<file path="config.mk">
export PLATFORM = sky130hd
export DESIGN_NAME = weapons_fire_scheduler
export DESIGN_NICKNAME = d
export VERILOG_FILES = /design/src/rtl/weapons_pkg.sv /design/src/rtl/weapons_fire_scheduler_rr_arbiter.sv /design/src/rtl/weapons_fire_scheduler.sv
export SDC_FILE = /design/constraint.sdc
export NUM_CORES = 1
export LEC_CHECK = 0
export BUFFER_PORTS_ARGS = -buffer_cell sky130_fd_sc_hd__buf_2
export CORE_MARGIN = 2
export CORE_UTILIZATION = 40
export DETAILED_ROUTE_END_ITERATION = 16
export PLACE_DENSITY = 0.6
export SLEW_MARGIN = 20
export SYNTH_ARGS = -nofsm -noshare
export SYNTH_HDL_FRONTEND = slang
export SYNTH_SLANG_ARGS = --single-unit
</file>
<file path="constraint.sdc">
create_clock -name clk -period 8.08 [get_ports clk]
set_input_delay 0.808 -clock clk [delete_from_list [all_inputs] [get_ports clk]]
set_output_delay 0.808 -clock clk [all_outputs]
set_load 0.02 [all_outputs]
</file>
<file path="src/rtl/weapons_pkg.sv">
// Shared constants for the weapons fire scheduler: FSM state codes, the arming
// mode, the fire-error codes and the burst length used under WEAPONS_BURST_EN.
package weapons_pkg;

  localparam logic [1:0] ST_IDLE     = 2'd0;
  localparam logic [1:0] ST_FIRE     = 2'd1;
  localparam logic [1:0] ST_COOLDOWN = 2'd2;
  localparam logic [1:0] ST_RELOAD   = 2'd3;

  localparam logic [3:0] ATTACK_MODE = 4'b0010;

  localparam logic [1:0] ERR_NOT_ARMED = 2'b01;
  localparam logic [1:0] ERR_NO_AMMO   = 2'b10;

  localparam int BURST_LEN = 3;

endpackage

</file>
<file path="src/rtl/weapons_fire_scheduler_rr_arbiter.sv">
// Round-robin arbiter: searches req upward from the pointer with wrap-around and
// moves the pointer past the granted turret when the advance strobe fires.
module rr_arbiter #(
  parameter int NREQ = 4
) (
  input  logic            clk,
  input  logic            rst,
  input  logic [NREQ-1:0] i_req,
  input  logic            i_adv,
  input  logic [NREQ-1:0] i_adv_grant,
  output logic [NREQ-1:0] o_winner
);

  localparam int PW = (NREQ > 1) ? $clog2(NREQ) : 1;

  logic [PW-1:0]   r_ptr;
  logic [PW-1:0]   w_adv_idx;
  logic [NREQ-1:0] w_winner;
  logic            w_found;
  int              w_j;

  // NOTE: every signal written in always_comb gets a default first, so no
  // path through the block leaves it unassigned and a latch is never inferred.
  always_comb begin
    w_winner = '0;
    w_found  = 1'b0;
    w_j      = 0;
    for (int k = 0; k < NREQ; k++) begin
      w_j = 32'(r_ptr) + k;
      if (w_j >= NREQ) w_j = w_j - NREQ;
      if (!w_found && i_req[w_j]) begin
        w_winner[w_j] = 1'b1;
        w_found       = 1'b1;
      end
    end
  end

  always_comb begin
    w_adv_idx = '0;
    for (int k = 0; k < NREQ; k++) begin
      if (i_adv_grant[k]) w_adv_idx = PW'(k);
    end
  end

  // NOTE: sequential state is assigned with non-blocking (<=) so every register
  // samples pre-edge values regardless of statement order.
  always_ff @(posedge clk or negedge rst) begin
    if (!rst) begin
      r_ptr <= '0;
    end else if (i_adv) begin
      r_ptr <= (32'(w_adv_idx) == NREQ - 1) ? '0 : w_adv_idx + PW'(1);
    end
  end

  assign o_winner = w_winner;

endmodule

</file>
<file path="src/rtl/weapons_fire_scheduler.sv">
// Shared-magazine fire scheduler: arming gate, round-robin grants, ammo debit,
// cooldown and reload sequencing. Define WEAPONS_BURST_EN for 3-shot bursts.
module weapons_fire_scheduler
  import weapons_pkg::*;
#(
  parameter int NREQ = 4,
  parameter int AW   = 9,
  parameter int CDW  = 4
) (
  input  logic            clk,
  input  logic            rst,
  input  logic [3:0]      mode,
  input  logic [NREQ-1:0] req,
  input  logic [AW-1:0]   rate,
  input  logic [CDW-1:0]  cooldown,
  input  logic            reload_req,
  input  logic [AW-1:0]   reload_amt,
  input  logic            cfg_load,
  input  logic [AW-1:0]   cfg_cap,
  output logic [NREQ-1:0] grant,
  output logic            fire_pulse,
  output logic [AW-1:0]   ammo,
  output logic            busy,
  output logic            error,
  output logic [1:0]      err_code
);

  logic [1:0]      r_state, w_next;
  logic [AW-1:0]   r_ammo, r_cap;
  logic [CDW-1:0]  r_cnt;
  logic [NREQ-1:0] r_grant;
  logic            r_fire, r_busy, r_error;
  logic [1:0]      r_err_code;

  logic [NREQ-1:0] w_arb_win;
  logic            w_adv, w_more;
  logic [AW:0]     w_reload_sum;
  logic [AW-1:0]   w_reload_val, w_ammo_after;

`ifdef WEAPONS_BURST_EN
  logic [1:0] r_burst;
`endif

  rr_arbiter #(.NREQ(NREQ)) u_arb (
    .clk        (clk),
    .rst        (rst),
    .i_req      (req),
    .i_adv      (w_adv),
    .i_adv_grant(r_grant),
    .o_winner   (w_arb_win)
  );

  // Reload saturates at the capacity; the sum is one bit wider to catch overflow.
  assign w_reload_sum = {1'b0, r_ammo} + {1'b0, reload_amt};
  assign w_reload_val = (w_reload_sum > {1'b0, r_cap}) ? r_cap : w_reload_sum[AW-1:0];
  assign w_ammo_after = r_ammo - rate;

`ifdef WEAPONS_BURST_EN
  assign w_more = (r_burst < 2'(BURST_LEN - 1)) && (w_ammo_after >= rate);
`else
  assign w_more = 1'b0;
`endif

  always_comb begin
    w_next = r_state;
    case (r_state)
      ST_IDLE: begin
        if (!cfg_load) begin
          if (reload_req)
            w_next = ST_RELOAD;
          else if (|req && mode == ATTACK_MODE && r_ammo >= rate)
            w_next = ST_FIRE;
        end
      end
      ST_FIRE: begin
        if (w_more)              w_next = ST_FIRE;
        else if (cooldown == '0) w_next = ST_IDLE;
        else                     w_next = ST_COOLDOWN;
      end
      ST_COOLDOWN: if (r_cnt <= CDW'(1)) w_next = ST_IDLE;
      default: if (!reload_req || w_reload_val == r_cap) w_next = ST_IDLE;
    endcase
  end

  assign w_adv = (r_state == ST_FIRE) && (w_next != ST_FIRE);

  always_ff @(posedge clk or negedge rst) begin
    if (!rst) begin
      r_state    <= ST_IDLE;
      r_ammo     <= '0;
      r_cap      <= '1;
      r_cnt      <= '0;
      r_grant    <= '0;
      r_fire     <= 1'b0;
      r_busy     <= 1'b0;
      r_error    <= 1'b0;
      r_err_code <= 2'b00;
`ifdef WEAPONS_BURST_EN
      r_burst    <= '0;
`endif
    end else begin
      r_state <= w_next;
      r_busy  <= (w_next != ST_IDLE);
      r_error <= 1'b0;
      r_grant <= '0;
      r_fire  <= 1'b0;
      case (r_state)
        ST_IDLE: begin
          if (cfg_load) begin
            r_cap <= cfg_cap;
            if (r_ammo > cfg_cap) r_ammo <= cfg_cap;
          end else if (!reload_req && |req) begin
            if (mode != ATTACK_MODE) begin
              r_error    <= 1'b1;
              r_err_code <= ERR_NOT_ARMED;
            end else if (r_ammo < rate) begin
              r_error    <= 1'b1;
              r_err_code <= ERR_NO_AMMO;
            end else begin
              r_grant <= w_arb_win;
              r_fire  <= 1'b1;
`ifdef WEAPONS_BURST_EN
              r_burst <= '0;
`endif
            end
          end
        end
        ST_FIRE: begin
          r_ammo <= w_ammo_after;
          if (w_next == ST_FIRE) begin
            r_grant <= r_grant;
            r_fire  <= 1'b1;
`ifdef WEAPONS_BURST_EN
            r_burst <= r_burst + 2'd1;
`endif
          end else if (w_next == ST_COOLDOWN) begin
            r_cnt <= cooldown;
          end
        end
        ST_COOLDOWN: r_cnt  <= r_cnt - CDW'(1);
        default:     r_ammo <= w_reload_val;
      endcase
    end
  end

  assign grant      = r_grant;
  assign fire_pulse = r_fire;
  assign ammo       = r_ammo;
  assign busy       = r_busy;
  assign error      = r_error;
  assign err_code   = r_err_code;

endmodule

</file>
# Yosys cells after proc, flatten, opt, wreduce, memory -nomap -nowiden
# Cells that the tools add are included.
word_totals:
  register_bits: 35
  latchBits: 0
  ram_bits: 0
  romBits: 0
  inputBits: 43
  output_inout_bits: 18
  word_cells: 150
  memories: 0
op_classes:
  n_addsub: 11
  multipliers: 0
  n_div: 0
  n_lt_le_gt_ge: 17
  n_eq_ne: 13
  shift: 0
  mux: 68
  n_bitwise: 5
  n_reduce_logical: 26
ops:
  columns: ["op", "count"]
  rows:
  - [">= comparator 32 x 1 -> 1 bit (second input constant)", 4]
  - ["less-than comparator 32 x 4 -> 1 bit (second input constant)", 4]
  - ["2-to-1 mux 32 bit", 4]
  - [">= comparator 32 x 4 -> 1 bit (second input constant)", 3]
  - ["subtractor 32 x 4 -> 32 bit (second input constant)", 3]
  - ["2-to-1 mux 4 bit", 11]
  - ["2-to-1 mux 9 bit", 3]
  - ["one-hot mux 9 bit (3 select lines)", 1]
  - ["2-to-1 mux 1 bit", 26]
  - ["2-to-1 mux 2 bit", 11]
  - ["one-hot mux 4 bit (2 select lines)", 2]
  - ["bitwise OR 4 bit", 3]
  - ["logical AND 1 bit", 11]
  - ["adder 9 x 9 -> 10 bit", 1]
  - ["> comparator 10 x 9 -> 1 bit", 1]
  - ["equality test 9 bit", 1]
  - [">= comparator 9 bit", 1]
  - ["> comparator 9 bit", 1]
  - ["less-than comparator 9 bit", 1]
  - ["subtractor 9 bit", 1]
  - ["binary-select mux 1 bit (select 2 bit)", 4]
  - ["demux 1 bit (select 2 bit)", 4]
  - ["adder 2 x 2 -> 3 bit (second input constant)", 2]
  - ["equality test 2 bit (second input constant)", 3]
  - ["23 further kinds", 34]

# Logic depth before layout (Yosys ltp)
logic_depth:
  word_depth: 20
  mapped_depth: 19
  mapped_depth_nobuf: 19

# Hierarchy
# From an unflattened synthesis, not the netlist that was laid out.
unflattened:
  hier_cells: 412
  hier_area_um2: 3623.5
modules_own_cells:
  columns: ["module", "instances", "cells_each", "area_per_inst_um2", "seq_area_each_um2"]
  rows:
  - ["weapons_fire_scheduler", 1, 372, 3210.6, 837.1]
  - ["rr_arbiter", 1, 40, 412.9, 50.0]

# Least setup slack after synthesis
# Ideal clock, no wire load.
synth_timing:
  kind: "input -> register"
  start: "input reload_amt[0]"
  end: "register r_grant[0] (netlist: grant[0])"
  setup_ps: 125
  arrival_ps: 4372
  required_time_ps: 7955
  setup_slack_ps: 3583
  stages: 18
  path_buffers: 0
  cell_sequence: "ha_1 -> inv_1 -> fa_1 -> nand2b_1 -> a21oi_1 -> o21ai_1 -> nor2b_1 -> xnor2_1 -> ha_1 -> a21o_1 -> a221oi_1 -> nor3_1 -> or4_4 -> a41oi_2 -> a21o_1 -> nand2_1 -> nor2_2 -> mux2_2"
synth_between:
  elab_chain_cells: 9
synth_lines:
  columns: ["element", "line", "text"]
  rows:
  - ["start: declaration", "weapons_fire_scheduler.sv:17", "input logic [AW-1:0] reload_amt,"]
  - ["adder 9 x 9 -> 10 bit (*)", "weapons_fire_scheduler.sv:54", "assign w_reload_sum = {1'b0, r_ammo} + {1'b0, reload_amt};"]
  - ["> comparator 10 x 9 -> 1 bit", "weapons_fire_scheduler.sv:55", "assign w_reload_val = (w_reload_sum > {1'b0, r_cap}) ? r_cap : w_reload_sum[AW-1:0];"]
  - ["2-to-1 mux 9 bit (*)", "weapons_fire_scheduler.sv:55", null]
  - ["equality test 9 bit (*)", "weapons_fire_scheduler.sv:81", "default: if (!reload_req || w_reload_val == r_cap) w_next = ST_IDLE;"]
  - ["logical OR 1 bit (*)", "weapons_fire_scheduler.sv:81", null]
  - ["2-to-1 mux 2 bit (*)", "weapons_fire_scheduler.sv:81", null]
  - ["one-hot mux 2 bit (3 select lines) (*)", "weapons_fire_scheduler.sv:66", "case (r_state)"]
  - ["named net w_next[0]", "weapons_fire_scheduler.sv:28", "logic [1:0] r_state, w_next;"]
  - ["equality test 2 x 1 -> 1 bit (*)", "weapons_fire_scheduler.sv:130", "if (w_next == ST_FIRE) begin"]
  - ["!= test 2 bit (no line) (*)", null, null]
  - ["end signal: assignment", "weapons_fire_scheduler.sv:120", "r_grant <= w_arb_win;"]
  - ["end signal: assignment", "weapons_fire_scheduler.sv:131", "r_grant <= r_grant;"]
  - ["end: declaration", "weapons_fire_scheduler.sv:31", "logic [NREQ-1:0] r_grant;"]
# Mark *: on every way through the listed nets, which the timed path passes. The rest lies on a longest branch.
# A chain may end at the register's enable or synchronous reset.

# Worst setup path after layout
layout_timing:
  start: "input reload_amt[0]"
  end: "register r_grant[2] (netlist: grant[2])"
# The elaborated chain is that of the path after synthesis.

==> impl_metrics.toml <==
[outcome]
status = "complete, no violations"

[setup_path]
criticalPathCategory = "input pin to flop"
cp-end-kind = "flop"
cp_slowest_stage_delay_ns = 0.48
slowest_stage = "or4_4"
reg2reg_depth = 17
critPathLaunchType = "input pin"
rrSetupSlack_ns = 3.54
cp.required_ns = 8.27
cp.depth = 19
r2r_start = "ammo[1]"
reg2reg_to = "grant[2]"
cp_num_buf_inv = 2
critPathMaxFanout = 4
crit_chain = "buf_2, ha_1, inv_1, fa_1, nand2b_1, a21oi_1, o21ai_1, nor2b_1, xnor2_1, ha_1, a21o_1, a221oi_1, nor3_1, or4_4, a41oi_2, a21o_1, nand2_1, nor2_2, mux2_2"
critical_path_arrival_ns = 4.83
crit_family = "compound AO/OA/AOI/OAI gates"

[route]
vias = 3282
wl_mm = 9.23
wl_per_cell_um = 15.6
dr.pass1.iters = 5
viasPerCell = 5.53
ant_nets = 0
drc = 0
drtIter0Drc = 154

[synthesis]
synthTopCellsByCount = "inv_1, ha_1, nand2_1, o21ai_0, a21oi_1"
synth_area_um2 = 3670
avgSynthCellArea_um2 = 8.53
synth_cell_type_count = 68
ys.flop_type = "dfrtp_1"
synth_top_area_share = 0.177
yosysSeqAreaShare = 0.242
synthCells = 430
synth-edff-count = 0
async_flop_share = 1.00
synthTopCellsByArea = "dfrtp_1, ha_1, dfstp_2, inv_1, mux2_2"
yosys_warnings = 0
ys_seq_elements = 35
yosysMostFrequentCell = "inv_1"
synth_largest_area_cell = "dfrtp_1"
syn_nets = 521

[sta]
fmax_mhz = 215
min_period_ns = 4.65
rsz0062_at_grt = "false"
fin_crit_sh = 0.575
worst_slew_pin_slew_ns = 0.999
finClkSkew_ns = 0.00703
hold_viol = 0
fin_setup_tns_ns = 0
slew_headroom = 0.329
drv_slew = 0
setup_viol = 0

[finish]
nNetsFinal = 575
layout-drive-gt1-share = 0.221
syn2layout_area_growth_pct = 13.4
stdcell_area_um2 = 4160
num_antenna_cells = 0

[grt]
gr-total-overflow = 0
grtUsageTotal = 0.193
grt_pass1_vias = 3184
grt_pass1_wl_mm = 15.7
grt_max_degree = 36
antenna_found_initial = 0

[worst_hold_path]
hold_path_end = "r_cap[4]"
hold_path_class = "flop to flop"
hold_start = "r_cap[4]"
holdPathStages = 2

[floorplanning]
die-area_um2 = 9950
initial_core_util = 0.417
ioPinCount = 61
die_h_um = 99.8
core-area_um2 = 8810
fp-row-count = 34
die_w_um = 99.8

[clocking]
root_buffer = "clkbuf_8"
cts_buffer_depth = 2
clock_sinks = 35
ctsResizeCount = 0
post_cts_buffers = 0
cts_made_buffers = 5
clock_latency_ns = 0.29
cts_tree = "done"
cts-hold-fix-buffers = 0
cts_max_level = 2
path_clk_slew_ns = 0.08

[placement]
hpwl_mm = 7.45
place_congestion = 0.919
io_buffer_count = 60
place_area_um2 = 4050

[power]
p_total_w = 0.00178
p_per_area_nw_per_um2 = 428
irDropWorstVdd_uv = 140
power_leakage_nw = 2.03

[run]
drv_cap = 0
==> per-layer routing <==
metal	part of all wire	global-route usage
met2	0.44	0.306
met1	0.51	0.283
met4	0.0092	0.0453
met5	0	0
met3	0.039	0.0218
==> sequential cells by signal, summed over array words and instances, names as in the netlist <==
register     count
busy             1
r_cnt            4
error            1
r_cap            9
grant            4
r_state          2
fire_pulse       1
err_code         2
ammo             9
u_arb.r_ptr      2
==> cells by family (layout without fill, tap and decap cells) <==
logic type	count (synthesis)	after routing	synth area share
buffers and inverters	65	120	0.0699
muxes	30	30	0.0907
DFF	35	35	0.242
AOI/OAI and AO/OA	119	119	0.219
and+or+nand+nor	114	114	0.165
xor gates and xnor gates	18	18	0.0430
adders and majority gates	49	49	0.171
==> power breakdown <==
part           total [W]  leakage (nW)  switching, W  internal (W)
Sequential      0.000364         0.416      0.000102      0.000263
Combinational    0.00125          1.55      0.000698      0.000554
Clock           0.000161        0.0581     0.0000696     0.0000919
==> cell usage in the layout, fill, tap and decap left out, drive strengths merged, types with 5 or more instances in the layout <==
master / instances
o21ai: 33
dfrtp: 26
nor3: 10
nand2b: 5
a21oi: 28
a22oi: 6
xor2: 6
nor3b: 5
xnor2: 12
nor2b: 10
buf: 61
nor2: 23
mux2i: 13
inv: 51
o22ai: 5
nand2: 31
mux2: 16
a21o: 11
dfstp: 9
ha: 46
nand3b: 5
clkbuf: 5
==> cell type report <==
cell class / instances / area [um^2]
Tap cell: 108 / 135
Clock buffer: 5 / 68.8
Sequential cell: 35 / 887
Timing Repair Buffer: 61 / 308
Clock inverter: 3 / 43.8
Inverter: 51 / 191
Fill cell: 883 / 4650
Multi-Input combinational cell: 330 / 2520
==> worst max-delay path by stage <==
stage,startpoint,end,slack [ns]
2_1_floorplan,reload_amt[0],grant[0],3.58
3_3_place_gp,reload_amt[0],grant[0],3.22
3_5_place_dp,reload_amt[0],grant[1],3.11
4_1_cts,reload_amt[0],grant[1],3.42
5_1_grt,reload_amt[0],grant[1],3.09
6_report,reload_amt[0],grant[2],3.43
==> stage by stage <==
step / util / hold slack, ns / std cells / setup WS (ns)
finish: 0.472 / 0.485 / 593 / 3.43
global route: 0.472 / 0.512 / 593 / 3.09
CTS: 0.472 / 0.490 / 593 / 3.42
detailed placement: 0.460 / 0.479 / 585 / 3.11
global placement: 0.460 / 0.471 / 585 / 3.22
floorplan: - / 0.461 / 430 / 3.58
==> tightest hold or removal path, stage by stage (launching register included) <==
cell     delay, ns
dfstp_2       0.37
nand2_1       0.04
o21ai_0       0.06
Power figures use the tool's default switching activity.
